===== config.mk =====
export PLATFORM = sky130hd
export DESIGN_NAME = tan_coef_streamer
export DESIGN_NICKNAME = d
export VERILOG_FILES = /design/src/rtl/tan_coef_streamer.sv
export SDC_FILE = /design/constraint.sdc
export NUM_CORES = 1
export LEC_CHECK = 0
export CAP_MARGIN = 15
export CORE_MARGIN = 3
export CORE_UTILIZATION = 46
export CTS_BUF_LIST = sky130_fd_sc_hd__clkbuf_2 sky130_fd_sc_hd__clkbuf_4 sky130_fd_sc_hd__clkbuf_8
export CTS_CLUSTER_SIZE = 12
export DETAILED_ROUTE_END_ITERATION = 8
export GPL_ROUTABILITY_DRIVEN = 0
export PLACE_DENSITY = 0.73
export SYNTH_ARGS = -nofsm -noshare
export SYNTH_HDL_FRONTEND = slang
export SYNTH_SLANG_ARGS = --single-unit

===== constraint.sdc =====
create_clock -name clk -period 1.75 [get_ports clk]
set_input_delay 0.35 -clock clk [delete_from_list [all_inputs] [get_ports clk]]
set_output_delay 0.35 -clock clk [all_outputs]
set_load 0.05 [all_outputs]

===== src/rtl/tan_coef_streamer.sv =====
// Streams tan(x) Taylor coefficients c_k (Q0.DATA_W) over valid/ready.
// Define TAN_COEF_ROUND_EN for round-half-up instead of truncation.
module tan_coef_streamer #(
  parameter int DATA_W = 16,
  parameter int TERMS  = 8,
  parameter int IDX_W  = 3
) (
  input  logic              clk,
  input  logic              rst_n,
  input  logic              start,
  input  logic              descend,
  output logic              busy,
  output logic              out_valid,
  input  logic              out_ready,
  output logic [DATA_W-1:0] out_data,
  output logic [IDX_W-1:0]  out_idx,
  output logic              out_last,
  output logic              done
);

  typedef enum logic {IDLE, STREAM} state_t;

  // floor(c_k * 2^32)
  localparam logic [31:0] TAB [8] = '{
    32'h0000_0000, 32'h5555_5555,
    32'h2222_2222, 32'h0DD0_DD0D,
    32'h0599_3D22, 32'h0244_DC6A,
    32'h00EB_69E8, 32'h005F_68D9
  };

  localparam logic [IDX_W-1:0] K_MAX =
    IDX_W'(TERMS - 1);

  function automatic logic [DATA_W-1:0] coef(
    input logic [IDX_W-1:0] k
  );
    logic [31:0] e;
`ifdef TAN_COEF_ROUND_EN
    logic [32:0] s;
`endif
    e = TAB[3'(k)];
`ifdef TAN_COEF_ROUND_EN
    // pad one bit so the half-LSB add also works at DATA_W=32
    s = {e, 1'b0} + (33'd1 << (32 - DATA_W));
    return s[32 -: DATA_W];
`else
    return e[31 -: DATA_W];
`endif
  endfunction

  function automatic logic is_last(
    input logic [IDX_W-1:0] k,
    input logic             dn
  );
    return dn ? (k == '0) : (k == K_MAX);
  endfunction

  state_t           state;
  logic             dir;
  logic [IDX_W-1:0] k_first;
  logic [IDX_W-1:0] k_next;

  assign k_first = descend ? K_MAX : '0;
  assign k_next  = dir ? out_idx - IDX_W'(1)
                       : out_idx + IDX_W'(1);

  always_ff @(posedge clk or negedge rst_n) begin
    if (!rst_n) begin
      state     <= IDLE;
      dir       <= 1'b0;
      busy      <= 1'b0;
      out_valid <= 1'b0;
      out_data  <= '0;
      out_idx   <= '0;
      out_last  <= 1'b0;
      done      <= 1'b0;
    end else begin
      unique case (state)
        IDLE: begin
          done <= 1'b0;
          if (start) begin
            dir       <= descend;
            out_idx   <= k_first;
            out_data  <= coef(k_first);
            out_last  <= is_last(k_first, descend);
            busy      <= 1'b1;
            out_valid <= 1'b1;
            state     <= STREAM;
          end
        end
        STREAM: begin
          if (out_ready) begin
            if (out_last) begin
              out_valid <= 1'b0;
              out_last  <= 1'b0;
              busy      <= 1'b0;
              done      <= 1'b1;
              state     <= IDLE;
            end else begin
              out_idx  <= k_next;
              out_data <= coef(k_next);
              out_last <= is_last(k_next, dir);
            end
          end
        end
        default: state <= IDLE;
      endcase
    end
  end

endmodule

==> run_results.csv <==
group,metric,value,unit
run_status,outcome,"finished with violations",
run_status,violations,"setup timing",
drt,route.antenna.remaining_nets,0,
drt,route.final.wire_length,3040,um
timing,setup_failing_eps_final,3,
synthesis,edff_count_synth,0,
drt,drc,0,
min_path,timing.hold.worst.class,"input pin to asynchronous set/reset pin",
worst_setup_path,worst_r2r_endpoint,"out_data[10]$_DFFE_PN0P_",
layout,diodes,0,
place,number_of_buffers_added_on_ports,26,
worst_setup_path,timing.reg2reg.worst_path_depth,5,
synthesis,synthesis.instances,116,
timing,period_share,103,%
drt,detailedRoute.firstPassIterationCount,4,
place,detailed_placement_hpwl,2270,um
timing,grt_setup_unrepaired,"true",
synthesis,ys_ff_latch,21,
synthesis,ys_seq_area_share,43.1,%
global_route,grt_pass1_wl,5080,um
worst_setup_path,end_kind,"flip-flop",
global_route,grt-ovfl-total,0,
layout,layoutNonFillerInstCount,196,
synthesis,netlist.area_leader.share,43.1,%
drt,dr.first_iter.drc_count,48,
floorplanning,die-area,3310,um^2
worst_setup_path,critPathArrivalTime,2.01,ns
floorplanning,design.core.area,2500,um^2
worst_setup_path,critical_path.max_fanout,6,
synthesis,yosysTopAreaCell,"sky130_fd_sc_hd__dfrtp_1",
synthesis,synth_area_per_cell,10.5,um^2
cts,htreeDepth,1,
synthesis,post_synth_num_cell_types,38,
layout,post-route-util,67.4,%
timing,drv_slew,0,
cts,cts_inserted_buffers,3,
cts,tritoncts,"built",
global_route,first_global_vias,1080,
drt,wire_per_inst,15.5,um
cts,cts_sinks,21,
floorplanning,effective_utilization_at_floorplan,48.8,%
worst_setup_path,cp.required,1.96,ns
timing,worst_clock_skew,0.00334,ns
synthesis,synthMostInstantiatedCell,"sky130_fd_sc_hd__dfrtp_1",
floorplanning,count_of_pins_on_the_block_boundary,28,
timing,layout_min_cycle_time,1.80,ns
run,cap_violations,0,
timing,holdWs,0.371,ns
layout,post_route_cells_drive_above_1_share,41.6,%
layout,area_delta_synth_final,38.1,%
global_route,global_route.usage.total,20.0,%
floorplanning,die_x,57.5,um
synthesis,mappedNetlistArea,1220,um^2
worst_setup_path,r2r_start,"dir$_DFFE_PN0P_",
global_route,antenna_found_initial,0,
synthesis,synthesis.nets,129,
place,post-place-cells,188,
timing,final_critical_path_setup_slack,-0.0478,ns
timing,hold_viol,0,
worst_setup_path,timing.setup.critical_path_class,"flip-flop to flip-flop",
global_route,grt_max_degree,22,
synthesis,post_synth_most_frequent_cells,"sky130_fd_sc_hd__dfrtp_1 (21), sky130_fd_sc_hd__nand2_1 (12), sky130_fd_sc_hd__ha_1 (7), sky130_fd_sc_hd__inv_1 (6), sky130_fd_sc_hd__mux2i_1 (6)",
cts,cts_max_path_buffers,2,
drt,route.detailed.vias_per_inst,5.40,
synthesis,synthFlopType,"sky130_fd_sc_hd__dfrtp_1",
worst_setup_path,critical_path.startpoint_type,"flip-flop",
synthesis,async_flop_share,100,%
drt,dr_total_vias,1058,
floorplanning,floorplan.rows,18,
layout,filler_cell_count,201,
cts,root_buffer,"sky130_fd_sc_hd__clkbuf_4",
floorplanning,die_h,57.5,um
place,dp_worst_setup_slack,-0.141,ns
layout,fin_nets,180,
synthesis,synth_warnings,0,
worst_setup_path,regToRegSetupSlack,-0.05,ns
synthesis,ys_top_cells_by_area,"sky130_fd_sc_hd__dfrtp_1 (43%), sky130_fd_sc_hd__ha_1 (7.2%), sky130_fd_sc_hd__mux2i_1 (4.9%)",
timing,clock.fmax,556,MHz
cts,clkLatencyLatePin,0.31,ns
cts,worst_setup_hold_path_clk_slew,0.12,ns
flip-flops by register name, indices dropped and copies added (netlist names):
register,cells
out_data,13
out_idx,3
dir,1
out_valid,1
out_last,1
done,1
state,1
metal layers:
layer	up-vias	global-route usage, %	wire (um)
met2	37	33.7	1530
met4	0	7.95	46
met1	508	25.6	1310
met5	-	0	0
met3	6	2.94	156
li1	507	-	-
kinds of logic after synthesis:
kind of cell,count (synthesis),synth area share (%)
multiplexers,9,7.69
AND/OR/NAND/NOR,31,13.5
flip-flops,21,43.1
XOR/XNOR,2,2.77
buffers and inverters,16,6.87
other,1,0.307
adder cells (fa/ha/maj),8,8.82
AO/OA/AOI/OAI,28,16.9
repair_timing:
action / CTS / global route
setup buffers: 3 / 0
setup endpoints to repair: 10 / 9
hold buffers: 0 / 0
gates cloned: 1 / 0
gates resized for setup: 2 / 0
pin swaps: 1 / 2
worst max path at each step:
stage                                start  slack, ns                       end  cells past startpoint
CTS                        dir$_DFFE_PN0P_      -0.03  out_data[10]$_DFFE_PN0P_                      5
global placement                 out_ready      -0.12   out_data[9]$_DFFE_PN0P_                      6
global route               dir$_DFFE_PN0P_      -0.09  out_data[10]$_DFFE_PN0P_                      5
floorplan           out_idx[0]$_DFFE_PN0P_      -0.14   out_data[0]$_DFFE_PN0P_                      6
detailed placement               out_ready      -0.14   out_data[7]$_DFFE_PN0P_                      6
finish                     dir$_DFFE_PN0P_      -0.05  out_data[10]$_DFFE_PN0P_                      5
through the flow:
step	area, um^2	setup TNS [ns]
final	1680	-0.0688
after global routing	1680	-0.537
after CTS	1680	-0.0381
after detailed placement	1610	-0.905
after global placement	1610	-0.491
after floorplan	1230	-0.747
layout make-up:
type,count,area (um^2),area share (%)
clock buffers,3,22.5,1.34
clock inverters,1,5.00,0.297
inverters,6,25.0,1.49
multi-input cells,80,643,38.2
flip-flops and latches,21,528,31.4
well taps,30,37.5,2.23
repair buffers,55,423,25.1
critical path, stage by stage, from the launching register on:
cell,delay (ns)
sky130_fd_sc_hd__dfrtp_1,0.41
sky130_fd_sc_hd__inv_2,0.06
sky130_fd_sc_hd__fa_2,0.41
sky130_fd_sc_hd__xor3_2,0.32
sky130_fd_sc_hd__or2_4,0.26
sky130_fd_sc_hd__a32o_1,0.25
cells in the final DEF (no fill, tap or decap), types with 2 or more instances in the layout:
master | netlist | layout
sky130_fd_sc_hd__buf_4 | 4 | 51
sky130_fd_sc_hd__dfrtp_1 | 21 | 19
sky130_fd_sc_hd__nand2_1 | 12 | 12
sky130_fd_sc_hd__ha_1 | 7 | 7
sky130_fd_sc_hd__mux2i_1 | 6 | 6
sky130_fd_sc_hd__inv_1 | 6 | 4
sky130_fd_sc_hd__nand2b_1 | 4 | 4
sky130_fd_sc_hd__a21o_1 | 4 | 4
sky130_fd_sc_hd__clkdlybuf4s50_1 | 0 | 4
sky130_fd_sc_hd__a21oi_1 | 3 | 3
sky130_fd_sc_hd__nand3b_1 | 3 | 3
sky130_fd_sc_hd__nor2_1 | 3 | 3
sky130_fd_sc_hd__mux2_2 | 3 | 3
sky130_fd_sc_hd__o22ai_1 | 3 | 3
sky130_fd_sc_hd__o21ai_0 | 3 | 3
sky130_fd_sc_hd__a22oi_1 | 3 | 3
sky130_fd_sc_hd__clkbuf_4 | 0 | 3
sky130_fd_sc_hd__nor2b_1 | 2 | 2
sky130_fd_sc_hd__a31oi_1 | 2 | 2
sky130_fd_sc_hd__a32o_1 | 2 | 2
sky130_fd_sc_hd__o2bb2ai_1 | 2 | 2
sky130_fd_sc_hd__nand3_1 | 2 | 2
sky130_fd_sc_hd__dfrtp_2 | 0 | 2
Power is not shown: default switching activity piles up to over one toggle a cycle in this logic, so the estimate is an artifact.
